<file path="config.mk">
export PLATFORM = sky130hd
export DESIGN_NAME = stack_ctrl
export DESIGN_NICKNAME = d
export VERILOG_FILES = /design/src/rtl/stack_pkg.sv /design/src/rtl/stack_mem.sv /design/src/rtl/stack_ctrl.sv
export SDC_FILE = /design/constraint.sdc
export NUM_CORES = 1
export LEC_CHECK = 0
export BUFFER_PORTS_ARGS = -buffer_cell sky130_fd_sc_hd__buf_2
export CORE_MARGIN = 5
export CORE_UTILIZATION = 55
export CTS_BUF_LIST = sky130_fd_sc_hd__clkbuf_8
export DETAILED_ROUTE_END_ITERATION = 6
export GPL_ROUTABILITY_DRIVEN = 0
export HOLD_SLACK_MARGIN = 0.02
export PLACE_DENSITY_LB_ADDON = 0.25
export SLEW_MARGIN = 20
export SYNTH_ARGS = -nofsm -noshare
export SYNTH_HDL_FRONTEND = slang
export SYNTH_SLANG_ARGS = --single-unit
</file>
<file path="constraint.sdc">
create_clock -name clk -period 5.27 [get_ports clk]
set_clock_uncertainty 0.1 [all_clocks]
set_input_delay 1.581 -clock clk [delete_from_list [all_inputs] [get_ports clk]]
set_output_delay 1.581 -clock clk [all_outputs]
set_load 0.01 [all_outputs]
</file>
<file path="src/rtl/stack_pkg.sv">
// stack_pkg: shared types and helpers for the stack_ctrl LIFO.
// Rev 1.0 - initial release.
`default_nettype none

package stack_pkg;

   typedef enum logic [2:0] {
      OP_IDLE    = 3'd0,
      OP_PUSH    = 3'd1,
      OP_POP     = 3'd2,
      OP_REPLACE = 3'd3,
      OP_PASS    = 3'd4,
      OP_CLEAR   = 3'd5
   } op_t;

   function automatic int clog2_cnt(input int depth);
      return $clog2(depth + 1);
   endfunction

   // OP_PUSH/OP_POP are still raised when full/empty; the controller turns
   // those into the sticky overflow/underflow cases.
   function automatic op_t decode_op(input logic clear, input logic push,
                                     input logic pop, input logic empty);
      op_t op;
      op = OP_IDLE;
      if (clear)
         op = OP_CLEAR;
      else if (push && !pop)
         op = OP_PUSH;
      else if (pop && !push)
         op = OP_POP;
      else if (push && pop)
         op = empty ? OP_PASS : OP_REPLACE;
      return op;
   endfunction

endpackage

`default_nettype wire

</file>
<file path="src/rtl/stack_mem.sv">
// stack_mem: DEPTH x WIDTH register array, one sync write port, one async read port.
// Rev 1.0 - initial release.
`default_nettype none

module stack_mem #(
   parameter int WIDTH = 8,
   parameter int DEPTH = 4,
   parameter int AW    = (DEPTH > 1) ? $clog2(DEPTH) : 1
) (
   input  logic             clk,
   input  logic             we,
   input  logic [AW-1:0]    waddr,
   input  logic [WIDTH-1:0] wdata,
   input  logic [AW-1:0]    raddr,
   output logic [WIDTH-1:0] rdata
);

   logic [WIDTH-1:0] mem [DEPTH];

   always_ff @(posedge clk) begin
      if (we)
         mem[waddr] <= wdata;
   end

   // Out-of-range addresses only occur for non-power-of-two depths.
   assign rdata = (32'(raddr) < DEPTH) ? mem[raddr] : '0;

endmodule

`default_nettype wire

</file>
<file path="src/rtl/stack_ctrl.sv">
// stack_ctrl: parametrised LIFO with occupancy, peek, registered pop, replace-top and sticky errors.
// Rev 1.0 - initial release.
`default_nettype none

module stack_ctrl
   import stack_pkg::*;
#(
   parameter int WIDTH       = 8,
   parameter int DEPTH       = 4,
   parameter int ALMOST_FULL = DEPTH - 1
) (
   input  logic                           clk,
   input  logic                           rst,
   input  logic                           push,
   input  logic                           pop,
   input  logic                           clear,
   input  logic [WIDTH-1:0]               data_in,
   output logic [WIDTH-1:0]               data_out,
   output logic                           out_valid,
   output logic [WIDTH-1:0]               top,
   output logic [clog2_cnt(DEPTH)-1:0]    count,
   output logic                           empty,
   output logic                           full,
   output logic                           almost_full,
   output logic                           overflow,
   output logic                           underflow
);

   localparam int CW = clog2_cnt(DEPTH);
   localparam int AW = (DEPTH > 1) ? $clog2(DEPTH) : 1;
   localparam logic [CW-1:0] DEPTH_C = CW'(DEPTH);
   localparam logic [CW-1:0] AF_C    = CW'(ALMOST_FULL);

   op_t              op;
   logic             mem_we;
   logic [AW-1:0]    wr_addr;
   logic [AW-1:0]    rd_addr;
   logic [WIDTH-1:0] rd_data;

   assign empty       = (count == '0);
   assign full        = (count == DEPTH_C);
   assign almost_full = (count >= AF_C);

   assign op      = decode_op(clear, push, pop, empty);
   assign rd_addr = AW'(count - CW'(1));
   assign wr_addr = (op == OP_REPLACE) ? rd_addr : AW'(count);

   // Gating with rst keeps an edge seen during reset from touching the array.
   assign mem_we = rst && ((op == OP_REPLACE) || ((op == OP_PUSH) && !full));

   assign top = empty ? '0 : rd_data;

   stack_mem #(
      .WIDTH (WIDTH),
      .DEPTH (DEPTH),
      .AW    (AW)
   ) u_mem (
      .clk   (clk),
      .we    (mem_we),
      .waddr (wr_addr),
      .wdata (data_in),
      .raddr (rd_addr),
      .rdata (rd_data)
   );

   always_ff @(posedge clk or negedge rst) begin
      if (!rst) begin
         count     <= '0;
         data_out  <= '0;
         out_valid <= 1'b0;
         overflow  <= 1'b0;
         underflow <= 1'b0;
      end else begin
         out_valid <= 1'b0;
         unique case (op)
            OP_CLEAR: begin
               count     <= '0;
               overflow  <= 1'b0;
               underflow <= 1'b0;
            end
            OP_PUSH: begin
               if (full)
                  overflow <= 1'b1;
               else
                  count <= count + CW'(1);
            end
            OP_POP: begin
               if (empty) begin
                  underflow <= 1'b1;
               end else begin
                  data_out  <= rd_data;
                  count     <= count - CW'(1);
                  out_valid <= 1'b1;
               end
            end
            OP_REPLACE: begin
               data_out  <= rd_data;
               out_valid <= 1'b1;
            end
            OP_PASS: begin
               data_out  <= data_in;
               out_valid <= 1'b1;
            end
            default: begin
            end
         endcase
      end
   end

endmodule

`default_nettype wire

</file>
### After elaboration in Yosys (flattened, before gate mapping)

Memory sizes are Yosys's and may differ from the RTL's.
Index checks and enable logic that the tools add are counted.

* $add $sub $neg: 2
* $lt $le $gt $ge: 1
* eq/ne operators: 10
* mux-type cells: 20
* reductions and logical operators: 19

Operators with widths (number)
* 8-bit one-hot mux with 3 select lines: 1
* 3-bit 2-to-1 mux: 7
* 8-bit 2-to-1 mux: 2
* 3-bit equality test (second input constant): 3
* 3-bit one-hot mux with 3 select lines: 1
* 2-bit inequality test (second input constant): 4
* 3-bit by 2-bit equality test with 1-bit output (second input constant): 2
* 1-bit one-hot mux with 2 select lines: 3
* 2-bit AND reduction: 3
* 3-bit nonzero test: 2
* 1-bit logical AND: 5
* 1-bit 2-to-1 mux: 5
* 2-bit nonzero test: 2
* 3-bit by 1-bit adder with 3-bit output (second input constant): 1
* 3-bit by 1-bit equality test with 1-bit output (second input constant): 1
* 3-bit by 2-bit greater-or-equal comparator with 1-bit output (second input constant): 1
* 1-bit zero test: 3
* 3-bit zero test: 1
* 3-bit AND reduction: 1
* 3-bit by 1-bit subtractor with 3-bit output (second input constant): 1
* 2-bit 2-to-1 mux: 1
* 2-bit OR reduction: 1
* 1-bit logical OR: 1

* register bits after elaboration: 14
* RAM bits: 32
* input bits: 13
* output and inout port bits: 25
* logic and storage cells: 58
* memories: 1

Memories
* u_mem.mem: depth 4, bits a word 8, rd ports 1, clocked after memory_dff 0, wr ports 1, RTL line stack_mem.sv:18 `logic [WIDTH-1:0] mem [DEPTH];`

### Depth between registers and ports, before layout

Gate-level depths: netlist of the first run.

* word-level depth: 12
* mapped depth: 8
* gate-level depth less buffers: 6

### By module

From an unflattened synthesis of the first run, not the netlist that was laid out.

* cell total of the unflattened synthesis: 158
* area, all modules: 2148.3 sq um

Modules (own cells, without submodules)
* stack_mem: times used 1, cells an instance 46, area each 1188.6 sq um
* stack_ctrl: times used 1, cells an instance 112, area each 959.7 sq um

### Worst setup path before layout of the first run

No wires, ideal clock.

* path kind: reg2out
* start: reg count[0]
* end: out top[2]
* arrival time: 1859 ps
* path slack: 1730 ps
* stages on the path, launching flop included: 7
* path buffers: 2
* path through: dfrtp_1 buf_6 inv_6 ha_1 clkbuf_1 mux4_1 and2_1

* longest elaborated chain between the ends: 3
* elaborated cells on any way between the ends: 4
* classes of those cells: add/sub: 1; mux: 1; reduce/logical: 1; memory: 1

RTL lines
* from (decl): RTL line stack_ctrl.sv:21 `output logic [clog2_cnt(DEPTH)-1:0] count,`
* from (signal assigned): RTL line stack_ctrl.sv:85 `count <= count + CW'(1);`
* from (signal assigned): RTL line stack_ctrl.sv:92 `count <= count - CW'(1);`
* 3-bit by 1-bit subtractor with 3-bit output
* memory read 4 x 8 bit
* 8-bit 2-to-1 mux (*): RTL line stack_ctrl.sv:51 `assign top = empty ? '0 : rd_data;`
* to (decl): RTL line stack_ctrl.sv:20 `output logic [WIDTH-1:0] top,`

Mark *: on every way between the ends. The rest lies on a longest branch, timed or not.

### Final worst setup path of the first run

Ends and elaborated chain as after synthesis.

==> results.toml, run 1 <==
[flow_run]
maxCapViolations = 0

[sta]
tightest_slew_ns = 0.9661
maxSlewViolCount = 0
fin_crit_sh_pct = 79.76
fin_crit_ns = 4.203
setup-tns-final_ns = 0
fmax_ghz = 0.2379
final-hold-violation-count = 0
slew-limit-headroom_pct = 35.59
setup_violations = 0
hold_ws_ns = 0.4034
rsz0062_at_grt = "no"

[drt]
route.detailed.drc = 0
via_count = 1401
wl_um = 4530
avgViaCountPerCell = 6.227
drt_pass1_iterations = 4
wl_per_cell_um = 20.13
drtIter0Drc = 174
ant_nets = 0

[layout]
postLayoutCellArea_mm2 = 0.002396
areaGrowthSynthToFinish_pct = 12.98
layout-drive-gt1-share_pct = 25.99
mostFrequentLayoutCells = "37 x buf_2, 32 x edfxtp_1, 14 x dfrtp_1"
nets = 193
antenna_cells = 0
utilization_pct = 64.96
mostFrequentLayoutCell = "buf_2"

[worst_setup_path]
crit_type = "flip-flop to output port"
path_max_fanout = 15
critPathArrivalTime_ns = 2.52
r2r_end = "u_mem.mem[3][1]$_DFFE_PP_"
r2r-start = "count[0]$_DFFE_PN0P_"
reg2reg_depth = 6
crit_path_end_kind = "output port"
rrSetupSlack_ns = 1.78
start_kind = "flip-flop"
required_ns = 3.59

[power]
p_leak_nw = 0.9532
power-per-cell-area_mw_per_mm2 = 354.1
p_sw_mw = 0.2511
switching_share_pct = 29.59
power_frac_seq_pct = 51.4
combPwrFrac_pct = 24.2
peakVddDrop_mv = 0.2404
clockPowerShare_pct = 24.5
finalPower_mw = 0.8484
internal_power_mw = 0.5974

[status]
status = "completed"

[placed_design]
io_buffers = 37
dpl.hpwl_um = 3163
placed_cell_area_mm2 = 0.002310

[floorplan]
initial_utilization_pct = 57.50
die_h_um = 72.10
placementRows = 22
die_width_um = 72.10
ios = 38
core_mm2 = 0.003689
die_area_mm2 = 0.005198

[global_route]
grt_max_degree = 16
first_global_vias = 1355
grt_pass1_wl_um = 7286
grt_overflow = 0
antenna_found_initial = 0
gr-usage-all-layers_pct = 18.94

[clocking]
post_cts_buffers = 0
h-tree-depth = 2
cts_buffers = 5
post_cts_resized = 0
cts.sinks = 46
clk_pin_slew_ns = 0.08
insertion_delay_ns = 0.29
clock_path_buffers = 2
cts_hold_buffers = 0
cts_tree = "done"
cts_root_buf = "clkbuf_8"

[synth]
yosys_warnings = 0
synth.avg_cell_area_um2 = 15.04
synth.distinct_cells = 32
synth_cells = 141
syn_area_mm2 = 0.002121
synth_seq_cells = 46
yosysSeqAreaShare_pct = 61.83
syn-num-nets = 158

[hold_path]
hp-start = "overflow$_DFFE_PN0P_"
whs_path_depth = 2
whs_endpoint = "overflow$_DFFE_PN0P_"
hold_path_class = "flip-flop to flip-flop"
-- routing by layer --
metal  track usage [%]  routed length [um]
met1             26.78                1939
met2             29.32                2254
met3             3.740                 296
met4             6.681                  40
met5                 0                   0
-- power by group through the flow --
stage          logic [mW]  clock network [mW]  registers (mW)
5_1_grt             0.225               0.228           0.440
3_3_place_gp        0.203                   0           0.441
6_report            0.205               0.208           0.436
4_1_cts             0.208               0.210           0.436
3_5_place_dp        0.208                   0           0.444
2_1_floorplan       0.126                   0           0.449
-- synthesized netlist by cell type --
library cell / number / area [um^2]
buf_2: 3 / 15.01
inv_6: 1 / 8.760
o21ai_0: 2 / 10.01
mux2i_1: 2 / 20.02
a2bb2oi_1: 8 / 70.07
and2_1: 8 / 50.05
buf_4: 3 / 22.52
nand3b_1: 2 / 15.01
buf_6: 1 / 11.26
or4_1: 2 / 15.01
o2111ai_1: 1 / 8.760
and3b_1: 2 / 17.52
a31oi_1: 1 / 6.260
nand2_1: 1 / 3.750
edfxtp_1: 32 / 960.9
nand2b_2: 1 / 8.760
a221o_1: 1 / 10.01
a22oi_1: 1 / 7.510
nand4_1: 2 / 12.51
o211ai_1: 5 / 37.54
ha_1: 4 / 50.05
o22ai_1: 8 / 50.05
nor2b_1: 5 / 31.28
xnor2_1: 1 / 8.760
dfrtp_1: 14 / 350.3
a32o_1: 2 / 20.02
mux4_1: 8 / 210.2
a21oi_1: 5 / 25.02
clkbuf_1: 2 / 7.510
inv_1: 7 / 26.28
nor2_1: 4 / 15.01
nor3b_1: 2 / 15.01
-- cell families after synthesis --
kind of cell             Yosys count  synth area share, %
AND/OR/NAND/NOR                   29                8.672
multiplexers                      10                10.86
XOR/XNOR                           1               0.4131
buffers and inverters             17                4.307
flip-flops                        46                61.83
adder cells (fa/ha/maj)            4                2.360
AO/OA/AOI/OAI                     34                11.56
-- worst max path at each step --
stage / from / endpoint / slack, ns / cells past startpoint
after floorplan: count[0]$_DFFE_PN0P_ / top[2] / 1.73 / 6
after global placement: count[0]$_DFFE_PN0P_ / top[3] / 1.47 / 5
after detailed placement: count[0]$_DFFE_PN0P_ / top[2] / 1.36 / 5
after CTS: count[0]$_DFFE_PN0P_ / top[2] / 1.04 / 5
after global routing: count[0]$_DFFE_PN0P_ / top[1] / 0.91 / 5
final: count[0]$_DFFE_PN0P_ / top[2] / 1.07 / 5
-- state kept, by name, summed over array words and instances, names as in the netlist --
register / flops
u_mem.mem: 32
data_out: 8
count: 3
out_valid: 1
overflow: 1
underflow: 1
-- final cells by class --
| class | count | area, um^2 |
|---|---|---|
| Clock buffer | 5 | 68.82 |
| Timing Repair Buffer | 37 | 185.2 |
| Sequential cell | 46 | 1311 |
| Fill cell | 287 | 1292 |
| Clock inverter | 3 | 17.52 |
| Inverter | 8 | 35.03 |
| Tap cell | 48 | 60.06 |
| Multi-Input combinational cell | 78 | 718.2 |
-- stage by stage --
stage | cells | setup WS [ns]
detailed placement | 217 | 1.362
global placement | 217 | 1.468
finish | 225 | 1.067
global route | 225 | 0.9144
floorplan | 141 | 1.730
CTS | 225 | 1.042
-- critical path, cell delays in order, from the launching register on --
cell     delay (ns)
dfrtp_1        0.81
inv_6          0.08
ha_1           0.61
mux4_1         0.40
and2_1         0.19
buf_2          0.14
Power figures use the tool's default switching activity.
==> inputs of run 2 (changes only) <==
--- a/config.mk
+++ b/config.mk
@@ -7,7 +7,7 @@
 export LEC_CHECK = 0
 export BUFFER_PORTS_ARGS = -buffer_cell sky130_fd_sc_hd__buf_2
 export CORE_MARGIN = 5
-export CORE_UTILIZATION = 55
+export CORE_UTILIZATION = 52
 export CTS_BUF_LIST = sky130_fd_sc_hd__clkbuf_8
 export DETAILED_ROUTE_END_ITERATION = 6
 export GPL_ROUTABILITY_DRIVEN = 0
==> constraint.sdc (replaced) <==
create_clock -name clk -period 3.5 [get_ports clk]
set_clock_uncertainty 0.1 [all_clocks]
set_input_delay 1.05 -clock clk [delete_from_list [all_inputs] [get_ports clk]]
set_output_delay 1.05 -clock clk [all_outputs]
set_load 0.01 [all_outputs]
==> results.toml, run 2 (synthesized netlist as in run 1, its figures left out) <==
[sta]
setup_violations = 0
fin_crit_sh_pct = 94.27
tightest_slew_ns = 0.4591
fmax_ghz = 0.3031
maxSlewViolCount = 0
slew-limit-headroom_pct = 69.39
rsz0062_at_grt = "no"
fin_crit_ns = 3.299
final-hold-violation-count = 0
hold_ws_ns = 0.3993
setup-tns-final_ns = 0

[power]
peakVddDrop_mv = 0.3239
combPwrFrac_pct = 24.8
p_leak_nw = 0.9988
power_frac_seq_pct = 49.5
p_sw_mw = 0.3839
switching_share_pct = 29.21
clockPowerShare_pct = 25.7
internal_power_mw = 0.9303
power-per-cell-area_mw_per_mm2 = 532.6

[drt]
via_count = 1402
ant_nets = 0
wl_um = 4596
drt_pass1_iterations = 5
wl_per_cell_um = 19.56
drtIter0Drc = 119
avgViaCountPerCell = 5.966
route.detailed.drc = 0

[layout]
top_register = "u_mem.mem"
areaGrowthSynthToFinish_pct = 16.34
mostFrequentLayoutCell = "buf_2"
layout-drive-gt1-share_pct = 29.19
largestRegisters = "u_mem.mem: 32 flops, data_out: 8 flops, count: 3 flops"
mostFrequentLayoutCells = "37 x buf_2, 32 x edfxtp_1, 14 x dfrtp_1"
nets = 201
antenna_cells = 0
largest_reg_flops = 32
postLayoutCellArea_mm2 = 0.002467

[worst_setup_path]
path_max_fanout = 14
crit_path_end_kind = "output port"
critPathArrivalTime_ns = 2.15
start_kind = "flip-flop"
cp_top_family = "adder cells"
required_ns = 2.35
crit_type = "flip-flop to output port"
slowest_delay_ns = 0.60
slowest_stage = "ha_1"
critPathBufInv = 2
cp_cell_sequence = "inv_1 > ha_1 > mux4_1 > and2_1 > buf_2"

[global_route]
first_global_vias = 1391
grt_max_degree = 16
grt_pass1_wl_um = 7120
gr-usage-all-layers_pct = 18.04
antenna_found_initial = 0
grt_overflow = 0

[clocking]
post_cts_resized = 0
clk_pin_slew_ns = 0.09
cts_hold_buffers = 0
post_cts_buffers = 0
clock_path_buffers = 2
cts_tree = "done"
cts_buffers = 5
h-tree-depth = 2
cts.sinks = 46
insertion_delay_ns = 0.30
cts_root_buf = "clkbuf_8"

[floorplan]
die_width_um = 73.86
placementRows = 23
initial_utilization_pct = 53.40
ios = 38
die_area_mm2 = 0.005455
core_mm2 = 0.003971
die_h_um = 73.86

[flow_run]
maxCapViolations = 0

[status]
status = "completed"

[hold_path]
hold_path_class = "flip-flop to flip-flop"

[placed_design]
io_buffers = 37
placed_cell_area_mm2 = 0.002372
dpl.hpwl_um = 3153
[run 2: cell types whose count changed in the layout (fill, tap and decap cells not counted)]
cell	change
buf_4	+8
clkbuf_8	+1
clkinv_2	-1
clkinv_4	-1
inv_6	+1
[run 2: layout make-up]
type / instances / area (um^2)
multi-input cells: 78 / 718.2
fillers: 309 / 1504
clock buffers: 6 / 82.58
well taps: 50 / 62.56
repair buffers: 45 / 245.2
inverters: 8 / 35.03
flip-flops and latches: 46 / 1311
clock inverters: 2 / 12.51
[run 2: final timing paths]
kind / from / to / slack (ns) / cells after the start
setup / recovery: count[1]$_DFFE_PN0P_ / top[2] / 0.20 / 5
hold / removal: overflow$_DFFE_PN0P_ / overflow$_DFFE_PN0P_ / 0.40 / 2
setup reg to reg: count[1]$_DFFE_PN0P_ / u_mem.mem[3][6]$_DFFE_PP_ / 0.88 / 8
hold reg to reg: overflow$_DFFE_PN0P_ / overflow$_DFFE_PN0P_ / 0.40 / 2
max in group asynchronous: rst / data_out[5]$_DFFE_PN0P_ / 2.47 / 1
min in group asynchronous: rst / data_out[4]$_DFFE_PN0P_ / 0.55 / 1
[run 2: tightest hold or removal path: stages (launching register included)]
cell	delay [ns]
dfrtp_1	0.35
a31oi_1	0.04
nor2_1	0.07
[run 2: power by group through the flow]
stage          Clock [mW]  Sequential (mW)  Combinational [mW]
2_1_floorplan           0            0.676               0.190
3_3_place_gp            0            0.659               0.321
3_5_place_dp            0            0.662               0.330
4_1_cts             0.345            0.651               0.330
5_1_grt             0.367            0.655               0.356
6_report            0.338            0.650               0.326
[run 2: metrics by stage]
step / utilization, % / power (mW) / setup WS, ns / std cells
floorplan: - / 0.8657 / 0.4911 / 141
global placement: 59.74 / 0.9799 / 0.6012 / 227
detailed placement: 59.74 / 0.9911 / 0.5361 / 227
CTS: 62.13 / 1.326 / 0.2065 / 235
global route: 62.13 / 1.378 / 0.09737 / 235
finish: 62.13 / 1.314 / 0.2006 / 235
[run 2: metal layers]
layer | routed length (um) | track usage (%)
met5 | 0 | 0
met3 | 246 | 3.830
met1 | 1821 | 21.64
met2 | 2491 | 32.09
met4 | 36 | 5.835
==> inputs of run 3 (changes only) <==
--- a/config.mk
+++ b/config.mk
@@ -7,12 +7,13 @@
 export LEC_CHECK = 0
 export BUFFER_PORTS_ARGS = -buffer_cell sky130_fd_sc_hd__buf_2
 export CORE_MARGIN = 5
-export CORE_UTILIZATION = 52
+export CORE_UTILIZATION = 45
 export CTS_BUF_LIST = sky130_fd_sc_hd__clkbuf_8
 export DETAILED_ROUTE_END_ITERATION = 6
 export GPL_ROUTABILITY_DRIVEN = 0
 export HOLD_SLACK_MARGIN = 0.02
 export PLACE_DENSITY_LB_ADDON = 0.25
+export REMOVE_ABC_BUFFERS = 1
 export SLEW_MARGIN = 20
 export SYNTH_ARGS = -nofsm -noshare
 export SYNTH_HDL_FRONTEND = slang
==> results.toml, run 3 (synthesized netlist as in run 1, its figures left out) <==
[global_route]
first_global_vias = 1422
gr-usage-all-layers_pct = 15.95
antenna_found_initial = 0
grt_pass1_wl_um = 7286
grt_max_degree = 16
grt_overflow = 0

[floorplan]
placementRows = 25
die_h_um = 78.65
die_area_mm2 = 0.006186
ios = 38
core_mm2 = 0.004661
die_width_um = 78.65
initial_utilization_pct = 45.50

[clocking]
clk_pin_slew_ns = 0.09
h-tree-depth = 2
cts.sinks = 46
insertion_delay_ns = 0.30
cts_root_buf = "clkbuf_8"
cts_buffers = 5
clock_path_buffers = 2
post_cts_buffers = 0
post_cts_resized = 0
cts_tree = "done"
cts_hold_buffers = 0

[layout]
layout-drive-gt1-share_pct = 29.73
largest_reg_flops = 32
stdcell_count = 239
antenna_cells = 0
top_register = "u_mem.mem"
mostFrequentLayoutCells = "37 x buf_2, 32 x edfxtp_1, 14 x dfrtp_1"
largestRegisters = "u_mem.mem: 32 flops, data_out: 8 flops, count: 3 flops"
mostFrequentLayoutCell = "buf_2"
fill_cells = 395
multi_input_area_um2 = 718.2
nets = 201
areaGrowthSynthToFinish_pct = 16.34
seqCellArea_mm2 = 0.001311

[drt]
via_count = 1379
wl_per_cell_um = 19.40
avgViaCountPerCell = 5.770
drt_pass1_iterations = 4
route.detailed.drc = 0
drtIter0Drc = 115
wl_um = 4636
ant_nets = 0

[placed_design]
place_inst = 231
dpl.hpwl_um = 3219
io_buffers = 37

[sta]
rsz0062_at_grt = "no"
maxSlewViolCount = 0
setup_violations = 0
setup-tns-final_ns = 0
fin_crit_ns = 3.322
fmax_ghz = 0.3010
slew-limit-headroom_pct = 39.59
fin_crit_sh_pct = 94.91
final-hold-violation-count = 0
tightest_slew_ns = 0.9043

[worst_setup_path]
cp_cell_sequence = "inv_1 > ha_1 > mux4_1 > and2_1 > buf_2"
slowest_delay_ns = 0.60
start_kind = "flip-flop"
reg2reg_depth = 7
required_ns = 2.35
slowest_stage = "ha_1"
critPathArrivalTime_ns = 2.17
r2r_end = "u_mem.mem[1][1]$_DFFE_PP_"
crit_type = "flip-flop to output port"
path_max_fanout = 14
rrSetupSlack_ns = 0.84
r2r-start = "count[1]$_DFFE_PN0P_"
crit_path_end_kind = "output port"

[hold_path]
hp-start = "overflow$_DFFE_PN0P_"
whs_endpoint = "overflow$_DFFE_PN0P_"
whs_path_depth = 2
hold_path_class = "flip-flop to flip-flop"

[power]
finalPower_mw = 1.300
power-per-cell-area_mw_per_mm2 = 527.0
p_leak_nw = 0.9895
peakVddDrop_mv = 0.2765

[flow_run]
maxCapViolations = 0

[status]
status = "completed"
[run 3: worst max path at each step]
stage,from,endpoint,slack (ns)
floorplan,count[0]$_DFFE_PN0P_,top[0],0.55
global placement,count[1]$_DFFE_PN0P_,top[4],0.60
detailed placement,count[1]$_DFFE_PN0P_,top[6],0.50
CTS,count[1]$_DFFE_PN0P_,top[6],0.15
global route,count[1]$_DFFE_PN0P_,top[7],0.03
finish,count[1]$_DFFE_PN0P_,top[6],0.18
[run 3: through the flow]
stage / area (um^2) / utilization, % / hold slack, ns / setup slack, ns
floorplan: 2064 / - / 0.4264 / 0.5464
global route: 2467 / 52.94 / 0.4506 / 0.03462
finish: 2467 / 52.94 / 0.4050 / 0.1782
detailed placement: 2377 / 51.01 / 0.3866 / 0.4994
CTS: 2467 / 52.94 / 0.4075 / 0.1508
global placement: 2377 / 51.01 / 0.3734 / 0.5955
[run 3: layout make-up]
cell class | count | area share [%]
sequential | 46 | 53.14
multi-input combinational | 78 | 29.11
timing repair buffer | 45 | 9.939
clock buffer | 5 | 2.789
tap | 54 | 2.738
inverter | 8 | 1.420
clock inverter | 3 | 0.8621
[run 3: per-layer routing]
metal | part of all wire, % | GRT usage (%) | vias to the layer above | routed length [um]
met2 | 50 | 26.49 | 43 | 2315
met3 | 4.6 | 4.243 | 10 | 213
met5 | 0 | 0 | - | 0
met4 | 2.7 | 6.643 | 0 | 127
met1 | 43 | 19.62 | 680 | 1979
li1 | - | - | 646 | -
[run 3: worst max-delay path, delay by kind of cell (launching register included)]
kind	cells	cell delay (ns)
fa+ha+maj	1	0.60
flops	1	0.42
mux	1	0.39
buf+inv	2	0.27
simple gates	1	0.19
[run 3: where the power goes]
part	leakage [nW]	switching, mW	internal (mW)
combinational	0.490	0.181	0.144
clock	0.0441	0.185	0.140
sequential	0.456	0.0247	0.625
